==> src/rtl/my_interp_gate_if.sv <==
// Stream bundle between the decimated sample source, the fast trigger and
// the interpolating upsampler. The master drives strobes and samples; the
// slave (the upsampler) returns the full-rate stream and its status.
interface my_interp_gate_if;
    logic               trig;
    logic               din_valid;
    logic signed [31:0] din;
    logic signed [31:0] dout;
    logic               dout_valid;
    logic signed [31:0] monitor_step;
    logic               underrun;

    modport master (
        output trig, din_valid, din,
        input  dout, dout_valid, monitor_step, underrun
    );

    modport slave (
        input  trig, din_valid, din,
        output dout, dout_valid, monitor_step, underrun
    );
endinterface

==> src/rtl/my_interp_gate.sv <==
// Linear-interpolating upsampler: expands a decimated stream back to the
// fast trigger rate by ramping from the previous sample to the newest one
// over DIV_FACTOR triggers. The ramp is kept in a fixed-point accumulator
// scaled by DIV_FACTOR so every output is an exact floor of the ideal line.
module my_interp_gate #(
    parameter int DIV_FACTOR = 4,
    parameter int DIV_LOG2   = $clog2(DIV_FACTOR)
) (
    input  logic            clk,
    input  logic            rst,
    my_interp_gate_if.slave bus
);

    localparam int DATA_W = 32;
    localparam int STEP_W = DATA_W + 1;
    localparam int ACC_W  = 34 + DIV_LOG2;
    localparam int PH_W   = DIV_LOG2 + 1;

    typedef enum logic [1:0] {
        S_IDLE,
        S_PRIME,
        S_RUN
    } state_t;

    state_t                     r_state;
    state_t                     w_state_nxt;

    logic signed [DATA_W-1:0]   r_prev;
    logic signed [DATA_W-1:0]   r_cur;
    logic signed [STEP_W-1:0]   r_step;
    logic signed [ACC_W-1:0]    r_acc;
    logic        [PH_W-1:0]     r_phase;
    logic signed [DATA_W-1:0]   r_dout_p1;
    logic                       r_vld_p1;
    logic signed [DATA_W-1:0]   r_mon_p1;
    logic                       r_underrun;

    logic                       w_load_first;
    logic                       w_seg_start;
    logic                       w_emit;
    logic signed [STEP_W-1:0]   w_step_new;

    // Place a sample on the accumulator grid (scaled by DIV_FACTOR).
    function automatic logic signed [ACC_W-1:0] f_align(input logic signed [DATA_W-1:0] x);
        logic signed [ACC_W-1:0] t;
        t = {{(ACC_W-DATA_W){x[DATA_W-1]}}, x};
        f_align = t <<< DIV_LOG2;
    endfunction

    // Sign-extend a segment step to accumulator width.
    function automatic logic signed [ACC_W-1:0] f_sext_step(input logic signed [STEP_W-1:0] s);
        f_sext_step = {{(ACC_W-STEP_W){s[STEP_W-1]}}, s};
    endfunction

    // Floor back to sample units; the ramp stays between prev and cur so
    // the result always fits DATA_W without saturation.
    function automatic logic signed [DATA_W-1:0] f_floor(input logic signed [ACC_W-1:0] a);
        logic signed [ACC_W-1:0] t;
        t = a >>> DIV_LOG2;
        f_floor = DATA_W'(t);
    endfunction

    // Halved step for monitoring; a 33-bit step halved always fits 32 bits.
    function automatic logic signed [DATA_W-1:0] f_half(input logic signed [STEP_W-1:0] s);
        logic signed [STEP_W-1:0] t;
        t = s >>> 1;
        f_half = DATA_W'(t);
    endfunction

    // Full-precision difference between the incoming and the held sample.
    assign w_step_new = {bus.din[DATA_W-1], bus.din} - {r_cur[DATA_W-1], r_cur};

    // FSM state register.
    always_ff @(posedge clk or posedge rst) begin
        if (rst) begin
            r_state <= S_IDLE;
        end else begin
            r_state <= w_state_nxt;
        end
    end

    // Next-state and event decode: first sample loads, later samples start segments.
    always_comb begin
        w_state_nxt  = r_state;
        w_load_first = 1'b0;
        w_seg_start  = 1'b0;
        w_emit       = 1'b0;
        case (r_state)
            S_IDLE: begin
                w_load_first = bus.din_valid;
                if (bus.din_valid) begin
                    w_state_nxt = S_PRIME;
                end
            end
            S_PRIME: begin
                w_seg_start = bus.din_valid;
                w_emit      = bus.trig;
                if (bus.din_valid) begin
                    w_state_nxt = S_RUN;
                end
            end
            S_RUN: begin
                w_seg_start = bus.din_valid;
                w_emit      = bus.trig;
            end
            default: begin
                w_state_nxt = S_IDLE;
            end
        endcase
    end

    // Sample, ramp and output registers; a new segment wins over a plain trigger.
    always_ff @(posedge clk or posedge rst) begin
        if (rst) begin
            r_prev     <= '0;
            r_cur      <= '0;
            r_step     <= '0;
            r_acc      <= '0;
            r_phase    <= '0;
            r_dout_p1  <= '0;
            r_vld_p1   <= 1'b0;
            r_mon_p1   <= '0;
            r_underrun <= 1'b0;
        end else begin
            r_vld_p1 <= w_emit;
            r_mon_p1 <= f_half(r_step);
            if (w_load_first) begin
                r_prev <= bus.din;
                r_cur  <= bus.din;
            end else if (w_seg_start) begin
                r_prev <= r_cur;
                r_cur  <= bus.din;
                r_step <= w_step_new;
                if (bus.trig) begin
                    // The coincident trigger emits k=0 of the new segment.
                    r_dout_p1 <= r_cur;
                    r_acc     <= f_align(r_cur) + f_sext_step(w_step_new);
                    r_phase   <= PH_W'(1);
                end else begin
                    r_acc   <= f_align(r_cur);
                    r_phase <= '0;
                end
            end else if (bus.trig) begin
                if (r_state == S_PRIME) begin
                    r_dout_p1 <= r_cur;
                end else if (r_state == S_RUN) begin
                    if (r_phase < PH_W'(DIV_FACTOR)) begin
                        r_dout_p1 <= f_floor(r_acc);
                        r_acc     <= r_acc + f_sext_step(r_step);
                        r_phase   <= r_phase + PH_W'(1);
                    end else begin
                        // Segment outlasted its triggers: hold the endpoint.
                        r_dout_p1  <= r_cur;
                        r_underrun <= 1'b1;
                    end
                end
            end
        end
    end

    assign bus.dout         = r_dout_p1;
    assign bus.dout_valid   = r_vld_p1;
    assign bus.monitor_step = r_mon_p1;
    assign bus.underrun     = r_underrun;

endmodule

==> src/flat_wrapper.sv <==
// flat-port wrapper written by rule: the top's interface ports become plain ports
module my_interp_gate_flat 
#(
    parameter int DIV_FACTOR = 4,
    parameter int DIV_LOG2   = $clog2(DIV_FACTOR)
)
  (clk, rst, bus_trig, bus_din_valid, bus_din, bus_dout, bus_dout_valid, bus_monitor_step, bus_underrun);
  my_interp_gate_if bus_i ();
  input  logic clk;
  input  logic rst;
  input wire logic [$bits(bus_i.trig)-1:0] bus_trig;
  input wire logic [$bits(bus_i.din_valid)-1:0] bus_din_valid;
  input wire logic [$bits(bus_i.din)-1:0] bus_din;
  output wire logic [$bits(bus_i.dout)-1:0] bus_dout;
  output wire logic [$bits(bus_i.dout_valid)-1:0] bus_dout_valid;
  output wire logic [$bits(bus_i.monitor_step)-1:0] bus_monitor_step;
  output wire logic [$bits(bus_i.underrun)-1:0] bus_underrun;
  assign bus_i.trig = bus_trig;
  assign bus_i.din_valid = bus_din_valid;
  assign bus_i.din = bus_din;
  assign bus_dout = bus_i.dout;
  assign bus_dout_valid = bus_i.dout_valid;
  assign bus_monitor_step = bus_i.monitor_step;
  assign bus_underrun = bus_i.underrun;
  my_interp_gate #(.DIV_FACTOR(DIV_FACTOR), .DIV_LOG2(DIV_LOG2)) u_core (.clk(clk), .rst(rst), .bus(bus_i));
endmodule
==> config.mk <==
export PLATFORM = sky130hd
export DESIGN_NAME = my_interp_gate_flat
export DESIGN_NICKNAME = d
export VERILOG_FILES = /design/src/rtl/my_interp_gate_if.sv /design/src/rtl/my_interp_gate.sv /design/src/flat_wrapper.sv
export SDC_FILE = /design/constraint.sdc
export NUM_CORES = 1
export LEC_CHECK = 0
export CORE_MARGIN = 4
export CORE_UTILIZATION = 33
export DETAILED_ROUTE_END_ITERATION = 6
export RECOVER_POWER = 100
export REMOVE_ABC_BUFFERS = 1
export SLEW_MARGIN = 15
export SYNTH_ARGS = -nofsm -noshare
export SYNTH_HDL_FRONTEND = slang
export SYNTH_SLANG_ARGS = --single-unit
==> constraint.sdc <==
create_clock -name clk -period 5.85 [get_ports clk]
set_input_delay 1.17 -clock clk [delete_from_list [all_inputs] [get_ports clk]]
set_output_delay 1.17 -clock clk [all_outputs]
set_load 0.05 [all_outputs]
-- Yosys cells after proc, flatten, opt, wreduce, memory -nomap -nowiden
Index checks and enable logic that the tools add are counted.
- add/sub/neg operators: 4
- order comparisons: 1
- equal/unequal tests: 5
- muxes and demuxes: 26
- bitwise gates (word level): 5
- reduce and logical (&&, ||, !) cells: 12
- operators by type and width (cell ; number):
    two-way mux 32 bit ; 8
    two-way mux 36 bit ; 6
    adder 36 x 33 -> 36 bit ; 1
    adder 34 x 33 -> 35 bit ; 1
    subtractor 32 x 32 -> 33 bit ; 1
    two-way mux 3 bit ; 5
    nonzero test 2 bit ; 4
    case mux 2 bit (3 select lines) ; 1
    AND reduction 3 bit ; 2
    AND reduction 6 bit ; 1
    NOT 1 bit ; 5
    AND reduction 5 bit ; 1
    two-way mux 1 bit ; 4
    two-way mux 2 bit ; 2
    inequality test 2 bit (second input constant) ; 2
    adder 3 x 1 -> 3 bit (second input constant) ; 1
    less-than comparator 3 bit (second input constant) ; 1
    nonzero test 3 bit ; 1
    == test 2 x 1 -> 1 bit (second input constant) ; 1
    == test 2 bit (second input constant) ; 1
    logical NOT 2 bit ; 1
    inequality test 2 x 1 -> 1 bit (second input constant) ; 1
    AND reduction 2 bit ; 1
    OR reduction 2 bit ; 1
- bits in registers: 172
- output and inout port bits: 66

-- Longest topological paths before layout
- word-level depth: 6
- depth in mapped cells: 23
- mapped depth without buffers: 23

-- Worst setup path after synthesis
No wires, ideal clock.
- path type: input to register
- start: input port bus_din[0]
- end: register u_core.r_acc[33]
- library setup time: 132 ps
- arrival: 5014 ps
- data required time: 5718 ps
- setup slack: 704 ps
- cell stages on the path: 23
- path through: inv_1 > ha_1 > fa_1 > nor2b_4 > o31a_1 > o21ai_1 > nand2b_1 > a21o_1 > a21o_1 > a21o_1 > a21oi_1 > xnor2_1 > ha_1 > a21oi_1 > o21ai_0 > a311oi_2 > a21oi_2 > a311oi_2 > o21ai_1 > or3_4 > and4_2 > nor3_1 > a211oi_2
- word-level cells in the longest chain between the ends: 4
- ends and longest elaborated chain (element ; RTL line ; RTL):
    from (decl) ; flat_wrapper.sv:13 ; input wire logic [$bits(bus_i.din)-1:0] bus_din;
    subtractor 32 x 32 -> 33 bit ; my_interp_gate.sv:71 ; assign w_step_new = {bus.din[DATA_W-1], bus.din} - {r_cur[DATA_W-1], r_cur};
    via u_core.w_step_new[10] ; my_interp_gate.sv:41 ; logic signed [STEP_W-1:0] w_step_new;
    adder 34 x 33 -> 35 bit ; my_interp_gate.sv:137 ; r_acc <= f_align(r_cur) + f_sext_step(w_step_new);
    two-way mux 36 bit ; my_interp_gate.sv:134 ; if (bus.trig) begin
    two-way mux 36 bit ; my_interp_gate.sv:130 ; end else if (w_seg_start) begin
    to (signal assigned) ; my_interp_gate.sv:137 ;
    to (signal assigned) ; my_interp_gate.sv:140 ; r_acc <= f_align(r_cur);
    to (signal assigned) ; my_interp_gate.sv:149 ; r_acc <= r_acc + f_sext_step(r_step);
    to (decl) ; my_interp_gate.sv:31 ; logic signed [ACC_W-1:0] r_acc;
The timed path passes the listed nets, and every way through them passes these cells.
A chain may end at the register's enable or synchronous reset.

-- Worst setup path in the final report
- start: input port bus_din[8]
- end: register u_core.r_acc[30]
The elaborated chain is that of the path after synthesis.

==> impl_metrics.py <==
metrics = {
    "outcome": {
        "status": "finished with violations",
        "violations": "max-capacitance violations, max-slew violations",
    },
    "routing": {
        "vias": 10500,
        "drc": 0,
        "postRouteAntennaNets": 0,
        "finalWirelength_mm": 38.0,
        "drt-pass1-iter-count": 5,
        "drtIter0Drc": 694,
        "avgRoutedWirePerCell_um": 19.2,
        "viasPerCell": 5.32,
    },
    "place": {
        "place_area_um2": 14500,
        "dp_hpwl_mm": 28.6,
        "gp_congestion": 0.904,
        "place_ws_ns": -0.340,
        "placed_cells": 1948,
        "port_buffers": 101,
    },
    "global_route": {
        "grt_pass1_vias": 10600,
        "grt_first_pass_wirelength_mm": 59.6,
        "grt_use_total_pct": 18.6,
        "grt_overflow": 0,
        "grt_antenna_before_repair": 0,
        "grt_max_degree": 92,
    },
    "yosys": {
        "synth_mux_area_share_pct": 9.50,
        "ys_seq_area_share_pct": 34.9,
        "synth_ff_type": "dfrtp_1",
        "async_reset_ff_share_pct": 100,
        "synthAdderAreaFrac_pct": 10.9,
        "synth_area_leaders": "dfrtp_1 (35%), ha_1 (10%), a21oi_1 (5.9%)",
        "synth_top_family_by_area": "compound AO/OA/AOI/OAI gates",
        "synth.distinct_cells": 101,
        "syn_area_per_cell_um2": 9.33,
        "synth-xor-area-share_pct": 5.38,
        "synth-compound-area-share_pct": 23.2,
        "netlist_area_um2": 12200,
        "synth_edf_count": 0,
        "ys_warn_count": 0,
        "synth_cells": 1306,
        "ys_ff_latch": 170,
        "yosys.area_share.simple_pct": 12.2,
        "yosys.area.top_type_share_pct": 34.9,
        "synth_top_area_cell": "dfrtp_1",
    },
    "critical_path": {
        "cp_cell_sequence": "clkdlybuf4s50_1, ha_1, a21oi_1, o21bai_1, a21o_1, a221o_1, a41oi_1, buf_4, o21a_2, a21o_1, a21oi_1, xor2_1, buf_4, ha_1, nand2_1, nor2_1, buf_4, nand3_1, o31a_1, o21ai_0, buf_4, mux2i_1, o31ai_1, o21ai_1",
        "r2r_slack_ns": 0.81,
        "cp_num_buf_inv": 5,
        "cp_max_fo": 4,
        "worst-path-stages": 24,
        "critPathKind": "primary input to flop",
        "startpoint": "bus_din[8]",
        "crit_end": "u_core.r_acc[30]$_DFFE_PP0P_",
        "required_ns": 6.18,
        "max_stage_delay_ns": 0.48,
        "critPathSlowestCell": "clkdlybuf4s50_1",
        "r2r_cells": 24,
        "r2r-start": "u_core.r_cur[1]$_DFFE_PP0P_",
        "crit_path_frequent_cell": "buf_4",
        "cp_top_family": "compound AO/OA/AOI/OAI gates",
        "end_kind": "flop",
        "start_kind": "primary input",
        "worstReg2RegEnd": "u_core.r_acc[30]$_DFFE_PP0P_",
        "cp.arrival_ns": 5.99,
    },
    "final_layout": {
        "finalInstanceArea_um2": 15100,
        "syn_to_final_growth_pct": 24.2,
        "drive_above_1_share_pct": 17.3,
        "finalNonFillerCells": 1981,
        "final_nets": 1640,
        "diodes": 0,
        "fillers": 3598,
    },
    "cts": {
        "hold_buffers": 0,
        "clk_pin_slew_ns": 0.08,
        "clock-sinks": 170,
        "h-tree-depth": 4,
        "clk_path_buf_depth": 2,
        "cts_inserted_buffers": 17,
        "clock-root-buffer": "clkbuf_16",
        "cts_tree": "yes",
        "clock_latency_ns": 0.45,
    },
    "timing": {
        "period_share_pct": 96.7,
        "worst_pin_slew_ns": 3.73,
        "layout_min_cycle_time_ns": 5.66,
        "fmax_ghz": 0.177,
        "slew_violations": 268,
        "fin_worst_skew_ns": 0.0137,
        "finalSetupViolations": 0,
        "fin_ws_ns": 0.193,
        "finalHoldViolCount": 0,
        "slew_headroom_pct": -149,
    },
    "die": {
        "die_x_um": 200,
        "die_h_um": 200,
        "core-area_um2": 36500,
        "io-pin-count": 102,
        "num_rows": 70,
        "initial_utilization_pct": 33.4,
        "dieArea_um2": 40100,
    },
    "run": {
        "max_cap_viol_count": 8,
    },
    "hold_path": {
        "hp-class": "flop to flop",
    },
}
[cell usage after synthesis, types with 17 or more instances]
master    count
xnor2_1      56
o21a_1       17
a21o_1       43
xor2_1       17
mux2_2       61
nor2_1      107
nand3_1      17
clkbuf_1     31
o21bai_1     17
nor3_1       22
ha_1        101
dfrtp_1     170
mux2i_1      47
inv_1        71
o21ai_0      72
a21oi_1     143
nand2_1      80
[state kept, by name, indices dropped and copies added, names as in the netlist]
register / flops
u_core.r_acc: 34
u_core.bus.dout_valid: 1
u_core.r_state: 2
u_core.r_phase: 3
u_core.bus.dout: 32
u_core.bus.monitor_step: 32
u_core.bus.underrun: 1
u_core.r_cur: 32
u_core.r_step: 33
[final cells by class]
type,count,area (um2),area share [%]
Sequential cell,170,4250,28.1
Clock buffer,18,439,2.90
Timing Repair Buffer,221,1870,12.4
Tap cell,468,586,3.87
Inverter,71,267,1.76
Multi-Input combinational cell,1019,7510,49.6
Clock inverter,14,210,1.39
[worst min path at each step]
stage / startpoint / endpoint / cells after the start
finish: u_core.r_step[14]$_DFFE_PP0P_ / u_core.bus.monitor_step[13]$_DFF_PP0_ / 0
global route: u_core.r_step[14]$_DFFE_PP0P_ / u_core.bus.monitor_step[13]$_DFF_PP0_ / 0
CTS: u_core.r_step[14]$_DFFE_PP0P_ / u_core.bus.monitor_step[13]$_DFF_PP0_ / 0
detailed placement: u_core.r_step[14]$_DFFE_PP0P_ / u_core.bus.monitor_step[13]$_DFF_PP0_ / 0
global placement: u_core.r_step[14]$_DFFE_PP0P_ / u_core.bus.monitor_step[13]$_DFF_PP0_ / 0
floorplan: u_core.r_step[11]$_DFFE_PP0P_ / u_core.bus.monitor_step[10]$_DFF_PP0_ / 0
[routing by layer]
metal / wire length, um / GRT usage, % / up-vias
met5: 0 / 0 / -
met4: 1000 / 5.51 / 0
met3: 1610 / 3.61 / 60
met2: 17500 / 30.5 / 280
met1: 17800 / 25.1 / 5054
li1: - / - / 5143
[logic make-up (layout without fill, tap and decap cells)]
kind of cell / Yosys count / after routing
muxes: 108 / 108
buffers and inverters: 117 / 324
AOI/OAI and AO/OA: 424 / 424
DFF: 170 / 170
and+or+nand+nor: 309 / 309
xor gates and xnor gates: 74 / 74
adders and majority gates: 104 / 104
[layout by cell type, fill, tap and decap left out, drive strengths merged, types with 5 or more instances in the layout]
cell and instances:
or2 5, a221oi 6, xor2 17, a21oi 146
nand3 17, o211ai 11, a31oi 12, o22ai 8
nor2 109, clkbuf 29, a211oi 14, dfrtp 170
a2111oi 5, nand4 12, clkdlybuf4s50 32, nand2b 12
o21bai 18, nor3 23, o31ai 8, inv 76
nand2 80, ha 101, a21o 44, mux2 61
dlygate4sd3 68, buf 110, o21ai 85, o221ai 5
and3 12, mux2i 47, or3 11, o21a 20
nor2b 9, xnor2 57, a21boi 6
[per-stage QoR]
step | utilization [%] | TNS, ns | hold slack [ns]
after floorplan | - | 0 | 0.372
final | 41.5 | 0 | 0.403
after detailed placement | 39.7 | -2.19 | 0.392
after global routing | 41.5 | -0.0215 | 0.418
after CTS | 41.4 | 0 | 0.406
after global placement | 39.7 | -2.01 | 0.390
[what timing repair did]
action,4_1_cts,5_1_grt
resized for setup,0,21
hold endpoints to repair,0,0
setup endpoints to repair,0,10
buffers inserted,0,1
[worst reg2reg max path: stages, from the launching register on]
cell and delay, ns:
dfrtp_1 0.50, inv_1 0.08, ha_1 0.27, nor2b_1 0.12, o21a_1 0.14, o21ai_1 0.12, a211oi_2 0.40, a41oi_1 0.19
buf_4 0.17, o21a_2 0.25, a21o_1 0.21, a21oi_1 0.16, xor2_1 0.09, buf_4 0.16, ha_1 0.34, nand2_1 0.09
nor2_1 0.19, buf_4 0.15, nand3_1 0.07, o31a_1 0.29, o21ai_0 0.29, buf_4 0.18, mux2i_1 0.08, o31ai_1 0.27
o21ai_1 0.11
Power is not shown: default switching activity piles up to over one toggle a cycle in this logic, so the estimate is an artifact.
